==> config.mk <==
export PLATFORM = sky130hd
export DESIGN_NAME = cv32e40s_mdu_seq_flat
export DESIGN_NICKNAME = d
export VERILOG_FILES = /design/src/rtl/cv32e40s_mdu_seq_if.sv /design/src/rtl/cv32e40s_mdu_seq.sv /design/src/flat_wrapper.sv
export SDC_FILE = /design/constraint.sdc
export NUM_CORES = 2
export LEC_CHECK = 0
export BUFFER_PORTS_ARGS = -buffer_cell sky130_fd_sc_hd__buf_2
export CAP_MARGIN = 20
export CORE_MARGIN = 5
export CORE_UTILIZATION = 65
export CTS_CLUSTER_SIZE = 16
export DETAILED_ROUTE_END_ITERATION = 12
export PLACE_DENSITY = 0.79
export SETUP_SLACK_MARGIN = 0.05
export SYNTH_ARGS = -nofsm -noshare
export SYNTH_HDL_FRONTEND = slang
export SYNTH_SLANG_ARGS = --single-unit
==> constraint.sdc <==
create_clock -name clk -period 11.3 [get_ports clk]
set_clock_uncertainty 0.2 [all_clocks]
set_input_delay 2.26 -clock clk [delete_from_list [all_inputs] [get_ports clk]]
set_output_delay 2.26 -clock clk [all_outputs]
set_load 0.1 [all_outputs]
==> src/rtl/cv32e40s_mdu_seq_if.sv <==
// Handshake bundle between the EX stage and the multicycle M unit.
// Request side flows master->slave, result side slave->master.
interface cv32e40s_mdu_seq_if #(
  parameter int DATA_W = 32
);
  logic              in_valid_i;
  logic              in_ready_o;
  logic [2:0]        funct3_i;
  logic [DATA_W-1:0] op_a_i;
  logic [DATA_W-1:0] op_b_i;
  logic              out_valid_o;
  logic              out_ready_i;
  logic [DATA_W-1:0] result_o;
  logic              illegal_o;
  logic              busy_o;

  modport master (
    output in_valid_i, funct3_i, op_a_i, op_b_i, out_ready_i,
    input  in_ready_o, out_valid_o, result_o, illegal_o, busy_o
  );

  modport slave (
    input  in_valid_i, funct3_i, op_a_i, op_b_i, out_ready_i,
    output in_ready_o, out_valid_o, result_o, illegal_o, busy_o
  );
endinterface

==> src/rtl/cv32e40s_mdu_seq.sv <==
// Multicycle RV32M unit: registered multiply, radix-2 restoring divide.
// Result is held in DONE until consumed; kill_i aborts any state.
module cv32e40s_mdu_seq #(
  parameter int    DATA_W = 32,
  parameter string M_EXT  = "M"
) (
  input logic               clk,
  input logic               rst_n,
  input logic               kill_i,
  cv32e40s_mdu_seq_if.slave bus
);
  localparam int CW    = $clog2(DATA_W);
  localparam int PW    = 2*DATA_W + 2;
  localparam bit ZMMUL = (M_EXT == "ZMMUL");

  typedef enum logic [2:0] {
    S_IDLE, S_MUL, S_DIV, S_DIV_FIX, S_DONE
  } state_t;

  state_t            r_state;
  logic [DATA_W-1:0] r_quot;
  logic [DATA_W-1:0] r_rem;
  logic [DATA_W-1:0] r_dvs;
  logic [DATA_W-1:0] r_result;
  logic [CW-1:0]     r_cnt;
  logic              r_sa;
  logic              r_sb;
  logic              r_hi;
  logic              r_is_rem;
  logic              r_neg_q;
  logic              r_neg_r;
  logic              r_out_valid;
  logic              r_illegal;

  logic              w_accept;
  logic              w_is_div;
  logic              w_sgn;
  logic              w_rem_op;
  logic              w_b_zero;
  logic              w_ovf;
  logic              w_a_neg;
  logic              w_b_neg;
  logic [DATA_W-1:0] w_min;
  logic [DATA_W-1:0] w_abs_a;
  logic [DATA_W-1:0] w_abs_b;
  logic [DATA_W-1:0] w_q_next;
  logic [DATA_W-1:0] w_r_next;
  logic [DATA_W:0]   w_ma;
  logic [DATA_W:0]   w_mb;
  logic [DATA_W:0]   w_sh;
  logic [DATA_W:0]   w_diff;
  logic [PW-1:0]     w_prod;
  logic              w_unused;

  assign bus.in_ready_o  = (r_state == S_IDLE) && !kill_i;
  assign bus.out_valid_o = r_out_valid;
  assign bus.result_o    = r_result;
  assign bus.illegal_o   = r_illegal;
  assign bus.busy_o      = (r_state != S_IDLE);

  assign w_accept = bus.in_valid_i && bus.in_ready_o;
  assign w_is_div = bus.funct3_i[2];
  assign w_sgn    = !bus.funct3_i[0];
  assign w_rem_op = bus.funct3_i[1];
  assign w_min    = {1'b1, {(DATA_W-1){1'b0}}};
  assign w_a_neg  = w_sgn && bus.op_a_i[DATA_W-1];
  assign w_b_neg  = w_sgn && bus.op_b_i[DATA_W-1];
  assign w_abs_a  = w_a_neg ? -bus.op_a_i : bus.op_a_i;
  assign w_abs_b  = w_b_neg ? -bus.op_b_i : bus.op_b_i;
  assign w_b_zero = (bus.op_b_i == '0);
  assign w_ovf    = w_sgn && (bus.op_a_i == w_min)
                    && (bus.op_b_i == '1);

  // Multiply operands live in r_quot/r_dvs while in MUL.
  assign w_ma   = {r_sa & r_quot[DATA_W-1], r_quot};
  assign w_mb   = {r_sb & r_dvs[DATA_W-1], r_dvs};
  assign w_prod = {{(DATA_W+1){w_ma[DATA_W]}}, w_ma}
                * {{(DATA_W+1){w_mb[DATA_W]}}, w_mb};
  assign w_unused = ^w_prod[PW-1:2*DATA_W];

  // Partial remainder stays below the divisor, so DATA_W+1 bits suffice.
  assign w_sh     = {r_rem, r_quot[DATA_W-1]};
  assign w_diff   = w_sh - {1'b0, r_dvs};
  assign w_q_next = {r_quot[DATA_W-2:0], !w_diff[DATA_W]};
  assign w_r_next = w_diff[DATA_W] ? w_sh[DATA_W-1:0]
                                   : w_diff[DATA_W-1:0];

  always_ff @(posedge clk or negedge rst_n) begin
    if (!rst_n) begin
      r_state     <= S_IDLE;
      r_quot      <= '0;
      r_rem       <= '0;
      r_dvs       <= '0;
      r_result    <= '0;
      r_cnt       <= '0;
      r_sa        <= 1'b0;
      r_sb        <= 1'b0;
      r_hi        <= 1'b0;
      r_is_rem    <= 1'b0;
      r_neg_q     <= 1'b0;
      r_neg_r     <= 1'b0;
      r_out_valid <= 1'b0;
      r_illegal   <= 1'b0;
    end else if (kill_i) begin
      r_state     <= S_IDLE;
      r_out_valid <= 1'b0;
    end else begin
      unique case (r_state)
        S_IDLE: begin
          if (w_accept) begin
            r_is_rem  <= w_rem_op;
            r_illegal <= 1'b0;
            if (!w_is_div) begin
              r_state <= S_MUL;
              r_quot  <= bus.op_a_i;
              r_dvs   <= bus.op_b_i;
              r_sa    <= (bus.funct3_i == 3'b001)
                      || (bus.funct3_i == 3'b010);
              r_sb    <= (bus.funct3_i == 3'b001);
              r_hi    <= (bus.funct3_i[1:0] != 2'b00);
            end else if (ZMMUL) begin
              r_state     <= S_DONE;
              r_out_valid <= 1'b1;
              r_result    <= '0;
              r_illegal   <= 1'b1;
            end else if (w_b_zero) begin
              r_state     <= S_DONE;
              r_out_valid <= 1'b1;
              r_result    <= w_rem_op ? bus.op_a_i : '1;
            end else if (w_ovf) begin
              r_state     <= S_DONE;
              r_out_valid <= 1'b1;
              r_result    <= w_rem_op ? '0 : bus.op_a_i;
            end else begin
              r_state <= S_DIV;
              r_quot  <= w_abs_a;
              r_dvs   <= w_abs_b;
              r_rem   <= '0;
              r_cnt   <= CW'(DATA_W-1);
              r_neg_q <= w_a_neg ^ w_b_neg;
              r_neg_r <= w_a_neg;
            end
          end
        end
        S_MUL: begin
          r_result    <= r_hi ? w_prod[2*DATA_W-1:DATA_W]
                              : w_prod[DATA_W-1:0];
          r_state     <= S_DONE;
          r_out_valid <= 1'b1;
        end
        S_DIV: begin
          r_quot <= w_q_next;
          r_rem  <= w_r_next;
          if (r_cnt == '0) r_state <= S_DIV_FIX;
          else             r_cnt   <= r_cnt - 1'b1;
        end
        S_DIV_FIX: begin
          if (r_is_rem) r_result <= r_neg_r ? -r_rem : r_rem;
          else          r_result <= r_neg_q ? -r_quot : r_quot;
          r_state     <= S_DONE;
          r_out_valid <= 1'b1;
        end
        S_DONE: begin
          if (bus.out_ready_i) begin
            r_state     <= S_IDLE;
            r_out_valid <= 1'b0;
          end
        end
        default: r_state <= S_IDLE;
      endcase
    end
  end
endmodule
==> src/flat_wrapper.sv <==
// flat-port wrapper written by rule: the top's interface ports become plain ports
module cv32e40s_mdu_seq_flat 
#(
  parameter int    DATA_W = 32,
  parameter string M_EXT  = " "
)
  (clk, rst_n, kill_i, bus_in_valid_i, bus_funct3_i, bus_op_a_i, bus_op_b_i, bus_out_ready_i, bus_in_ready_o, bus_out_valid_o, bus_result_o, bus_illegal_o, bus_busy_o);
  cv32e40s_mdu_seq_if #(.DATA_W(DATA_W)) bus_i ();
  input logic clk;
  input logic rst_n;
  input logic kill_i;
  input wire logic [$bits(bus_i.in_valid_i)-1:0] bus_in_valid_i;
  input wire logic [$bits(bus_i.funct3_i)-1:0] bus_funct3_i;
  input wire logic [$bits(bus_i.op_a_i)-1:0] bus_op_a_i;
  input wire logic [$bits(bus_i.op_b_i)-1:0] bus_op_b_i;
  input wire logic [$bits(bus_i.out_ready_i)-1:0] bus_out_ready_i;
  output wire logic [$bits(bus_i.in_ready_o)-1:0] bus_in_ready_o;
  output wire logic [$bits(bus_i.out_valid_o)-1:0] bus_out_valid_o;
  output wire logic [$bits(bus_i.result_o)-1:0] bus_result_o;
  output wire logic [$bits(bus_i.illegal_o)-1:0] bus_illegal_o;
  output wire logic [$bits(bus_i.busy_o)-1:0] bus_busy_o;
  assign bus_i.in_valid_i = bus_in_valid_i;
  assign bus_i.funct3_i = bus_funct3_i;
  assign bus_i.op_a_i = bus_op_a_i;
  assign bus_i.op_b_i = bus_op_b_i;
  assign bus_i.out_ready_i = bus_out_ready_i;
  assign bus_in_ready_o = bus_i.in_ready_o;
  assign bus_out_valid_o = bus_i.out_valid_o;
  assign bus_result_o = bus_i.result_o;
  assign bus_illegal_o = bus_i.illegal_o;
  assign bus_busy_o = bus_i.busy_o;
  cv32e40s_mdu_seq #(.DATA_W(DATA_W), .M_EXT(M_EXT)) u_core (.clk(clk), .rst_n(rst_n), .kill_i(kill_i), .bus(bus_i));
endmodule
### After elaboration in Yosys (flattened, before gate mapping)

Index checks and enable logic that the tools add are counted.

| storage, ports and cells | value |
|---|---|
| register bits | 143 |
| bits in latches | 0 |
| RAM bits | 0 |
| bits in read-only memories | 0 |
| input port bits | 72 |
| output and inout bits | 36 |
| memories kept | 0 |

| operators by class | value |
|---|---|
| $add $sub $neg | 6 |
| multipliers | 1 |
| divide/modulo/power cells | 0 |
| order comparisons | 0 |
| eq/ne operators | 23 |
| shift operators | 0 |
| muxes and demuxes | 48 |
| bitwise logic cells | 7 |
| reductions and logical operators | 29 |

Operators with widths:

| operator | count |
|---|---|
| $mux 32 | 24 |
| $neg 32->32 | 4 |
| $pmux 32 s2 | 2 |
| $pmux 32 s3 | 1 |
| $eq 32x32->1 const B | 2 |
| $mul 33x33->64 | 1 |
| $sub 33x32->33 | 1 |
| $logic_not 32->1 | 1 |
| $mux 5 | 5 |
| $mux 3 | 7 |
| $reduce_and 5->1 | 4 |
| $ne 2x2->1 const B | 6 |
| $ne 3x3->1 const B | 4 |
| $pmux 3 s4 | 1 |
| $reduce_and 6->1 | 2 |
| $pmux 5 s2 | 1 |
| $eq 3x2->1 const B | 3 |
| $reduce_and 7->1 | 1 |
| $eq 3x1->1 const B | 2 |
| $logic_and 1x1->1 | 6 |
| $mux 1 | 6 |
| $ne 3x2->1 const B | 2 |
| $reduce_and 3->1 | 2 |
| $reduce_bool 3->1 | 2 |
| other kinds (17) | 24 |

### Logic depth before layout (Yosys ltp)

| logic depth | value |
|---|---|
| word-level depth | 9 |
| gate-level depth with buffers | 32 |

### Worst setup path after synthesis

No wires, ideal clock.

| timing path | value |
|---|---|
| kind | reg-to-reg |
| from | register u_core.r_sa |
| to | register u_core.r_result[31], in the netlist u_core.bus.result_o[31] |
| setup time | 126 ps |
| data arrival time | 7902 ps |
| data required time | 10974 ps |
| slack | 3072 ps |
| stages on the path, launching flop included | 31 |
| cell sequence | dfrtp_1 > and2_1 > clkbuf_1 > clkbuf_1 > nand2_1 > inv_1 > fa_1 > inv_1 > fa_1 > inv_1 > fa_1 > fa_1 > inv_1 > fa_1 > inv_1 > fa_1 > inv_1 > fa_1 > fa_1 > inv_1 > ha_1 > clkbuf_1 > a21oi_1 > nand2_1 > a211oi_1 > a211oi_1 > a41oi_1 > o21ai_0 > a21oi_1 > nor4_1 > o32a_1 |

| on the way | value |
|---|---|
| longest elaborated chain between the ends | 4 |

RTL lines:

| item | RTL line | RTL |
|---|---|---|
| start: declaration | cv32e40s_mdu_seq.sv:26 | `logic r_sa;` |
| start signal: assignment | cv32e40s_mdu_seq.sv:117 | `r_sa <= (bus.funct3_i == 3'b001)` |
| $and 1x1->1 | cv32e40s_mdu_seq.sv:75 | `assign w_ma = {r_sa & r_quot[DATA_W-1], r_quot};` |
| $mul 33x33->64 | cv32e40s_mdu_seq.sv:78 | `* {{(DATA_W+1){w_mb[DATA_W]}}, w_mb};` |
| $mux 32 | cv32e40s_mdu_seq.sv:146 | `r_result <= r_hi ? w_prod[2*DATA_W-1:DATA_W]` |
| $pmux 32 s3 | cv32e40s_mdu_seq.sv:108 | `unique case (r_state)` |
| end signal: assignment | cv32e40s_mdu_seq.sv:146 |  |
| end signal: assignment | cv32e40s_mdu_seq.sv:158 | `if (r_is_rem) r_result <= r_neg_r ? -r_rem : r_rem;` |
| end signal: assignment | cv32e40s_mdu_seq.sv:159 | `else r_result <= r_neg_q ? -r_quot : r_quot;` |
| end: declaration | cv32e40s_mdu_seq.sv:24 | `logic [DATA_W-1:0] r_result;` |

Every way passes these cells.
A chain may end at the register's enable or synchronous reset.

### Worst setup path in the final report

| timing path | value |
|---|---|
| from | register u_core.r_dvs[0] |
| to | register u_core.r_result[9], in the netlist u_core.bus.result_o[9] |

| on the way | value |
|---|---|
| longest elaborated chain between the ends | 3 |

RTL lines:

| item | RTL line | RTL |
|---|---|---|
| start: declaration | cv32e40s_mdu_seq.sv:23 | `logic [DATA_W-1:0] r_dvs;` |
| start signal: assignment | cv32e40s_mdu_seq.sv:116 | `r_dvs <= bus.op_b_i;` |
| start signal: assignment | cv32e40s_mdu_seq.sv:137 | `r_dvs <= w_abs_b;` |
| $mul 33x33->64 | cv32e40s_mdu_seq.sv:78 |  |
| $mux 32 | cv32e40s_mdu_seq.sv:146 |  |
| $pmux 32 s3 | cv32e40s_mdu_seq.sv:108 |  |

Every way passes these cells.

==> results.md <==
* R2R setup slack at 1.40 ns
* Unrepaired setup endpoints after global routing: no
* Most common flop cell mapped by yosys: dfrtp_1
* Max frequency at 101 MHz
* Total GRT Usage at between 30% and 40%
* Hold path cells at 2
* Maximum buffer depth of the clock tree at 2
* Initial antenna violation count at 5
* Max-cap violations at 0
* YS warnings at 0
* Most frequent cells in the layout: inv_1, fa_1, nand2_1
* Number of synthesized flops with an enable pin at 0
* Overflow after GRT at 0
* Setup TNS at 0 ns
* Top Ports at around 110
* Hold_sp: u_core.bus.result_o[8]
* Worst Path Required at 11.40 ns
* Layout cell share with drive strength beyond 1 at about 5.2%
* Tmin final at roughly 10 ns
* Port Buffers at 106
* Crit-path max cell delay at 1.05 ns
* Sequential share of the synthesized area at approximately 7.2%
* Most common cell after layout, fill and taps aside: inv_1
* Worst-Skew Late Latency at around 0.44 ns
* # rows at approximately 100
* Worst hold-check path type: reg -> reg
* Mapped Nets at a little over 7000
* Kind of cell adding the most delay to the critical path: compound AO/OA/AOI/OAI gates
* Via Count at roughly 40000
* Syn Inst Count at approximately 5700
* Post-CTS Hold Buffers at 0
* Final Setup Violations at 0
* Post-CTS setup buffers at 0
* DRT Wirelength at 149000 um
* Gp weighted congestion at approximately 1.0
* Nature of the critical path startpoint: flop
* Total clock sinks at between 100 and 150
* Reg2reg end: u_core.bus.result_o[9]
* Reg-to-reg critical path startpoint: u_core.r_dvs[0]
* Post-CTS sizing at 0
* Outcome: finished, final reports clean
* WP data arrival at approximately 10 ns
* Hpwl dp at approximately 120000 um
* Worst slew pin tran at roughly 1.1 ns
* Crit. End Element: flop
* Yosys cell types at 79
* Slew Limit Fails at 0
* First-pass GRT wire length at around 240000 um
* Most used cell along the critical path: fa_1
* FF-to-FF path depth at 25
* Share of flip-flops with an asynchronous set or reset at between 90% and 100%
* Yosys reg bits at between 100 and 150
* Buffer and inverter count on the worst path at 5
* CTS tree: yes
* Hold Path End: u_core.bus.result_o[8]
* Setup Crit Path Kind: reg -> reg
* Mean area per synthesized cell at around 8.7 um^2
* DRT Pass-1 Iters at 6
* Syn Std Cell Area at between 40000 and 50000 um^2
* Tcrit/Tclk final at around 88%
* DR vias/cell at between 6 and 7
* Core footprint at around 76000 um^2
* Avg WL per Cell at ~23 um
* Starting Density at between 60% and 70%
* DRC Markers at 0
* Die area at ~80000 um^2
* Number of global-route vias before repair at 42500
* Worst-path fanout max at 18
* Largest net degree at the start of global routing at 92
* Die width at 286 um
* CP max-delay cell: dfrtp_1
* Synth-to-layout area growth at 4.13%
* # fillers at just over 6000
* Die height at ~290 um
* CTS clk-pin slew, worst paths at around 0.07 ns
* Root buffer cell: clkbuf_16
* CTS buffer count at 17
* 1st-iter DRT viols at ~4100
* Final Hold Viols at 0
* Slew HR at a little under a quarter
* H-Tree Depth at 4
* ANT nets after route at 0
* Nets at approximately 7100
## cell type report
cell class	instances	area (um^2)	share of cell area, %
diodes	8	20.0	0.0388
clock buffers	18	429	0.832
clock inverters	14	230	0.446
inverters	1191	4470	8.66
multi-input cells	4042	40300	78.0
flip-flops and latches	143	3580	6.94
well taps	978	1220	2.37
repair buffers	207	1390	2.68
## logic make-up (layout without fill, tap and decap cells)
family / after synthesis / count (layout) / share of synthesized area (%)
XOR/XNOR: 204 / 204 / 3.61
flip-flops: 143 / 143 / 7.22
other: 1 / 9 / 0.00757
AO/OA/AOI/OAI: 685 / 685 / 8.52
adder cells (fa/ha/maj): 1395 / 1395 / 52.2
AND/OR/NAND/NOR: 1713 / 1713 / 15.9
buffers and inverters: 1525 / 1430 / 11.6
multiplexers: 44 / 44 / 0.904
## registers in the layout, summed over array words and instances, names as in the netlist, 3 cells and up
signal / cells
u_core.r_rem: 32
u_core.r_dvs: 32
u_core.r_quot: 32
u_core.bus.result_o: 32
u_core.r_state: 3
u_core.r_cnt: 5
## metrics by stage
step	setup WS [ns]	cells	hold WS, ns	util [%]	instance area, um^2
finish	1.40	6601	0.297	68.1	51600
global route	1.15	6595	0.315	68.0	51600
CTS	1.72	6589	0.294	67.9	51500
detailed placement	1.76	6557	0.278	67.0	50800
global placement	1.86	6555	0.269	67.0	50800
floorplan	3.07	5710	0.274	-	49600
## how the worst max path moves through the flow
| stage | to | slack, ns | from | depth (start not counted) |
|---|---|---|---|---|
| final | u_core.bus.result_o[9] | 1.40 | u_core.r_dvs[0] | 25 |
| after floorplan | u_core.bus.result_o[31] | 3.07 | u_core.r_sa | 30 |
| after global routing | u_core.bus.result_o[13] | 1.15 | u_core.r_dvs[0] | 23 |
| after detailed placement | u_core.bus.result_o[9] | 1.76 | u_core.r_dvs[0] | 25 |
| after global placement | u_core.bus.result_o[17] | 1.86 | u_core.r_dvs[0] | 26 |
| after CTS | u_core.bus.result_o[9] | 1.72 | u_core.r_dvs[0] | 25 |
## cell usage after synthesis, types with 38 or more instances
| master | count | area, um^2 |
|---|---|---|
| inv_1 | 1189 | 4460 |
| fa_1 | 1126 | 22500 |
| nand2_1 | 888 | 3330 |
| and2_1 | 318 | 1990 |
| clkbuf_1 | 291 | 1090 |
| ha_1 | 252 | 3150 |
| nor2_1 | 246 | 923 |
| o21ai_0 | 203 | 1020 |
| a21oi_1 | 199 | 996 |
| dfrtp_1 | 143 | 3580 |
| xnor2_1 | 113 | 990 |
| xor2_1 | 91 | 797 |
| a21o_1 | 57 | 428 |
| and3_1 | 41 | 257 |
| mux2i_1 | 38 | 380 |
## layer usage
| layer | part of all wire (%) | global-route usage (%) | vias to the layer above |
|---|---|---|---|
| met5 | 0.0087 | 0 | - |
| met4 | 5.4 | 16.3 | 2 |
| met3 | 11 | 9.48 | 478 |
| met2 | 46 | 58.7 | 2235 |
| met1 | 38 | 50.1 | 20300 |
| li1 | - | - | 17000 |
## worst min-delay path: cells and delay by family (launching register included)
family | cells | cell delay (ns)
compound gates | 1 | 0.06
simple gates | 1 | 0.05
flops | 1 | 0.35
Power is left out: the tool's default activity adds up to more than one toggle a clock period on the data nets, which glitch-free logic cannot reach.
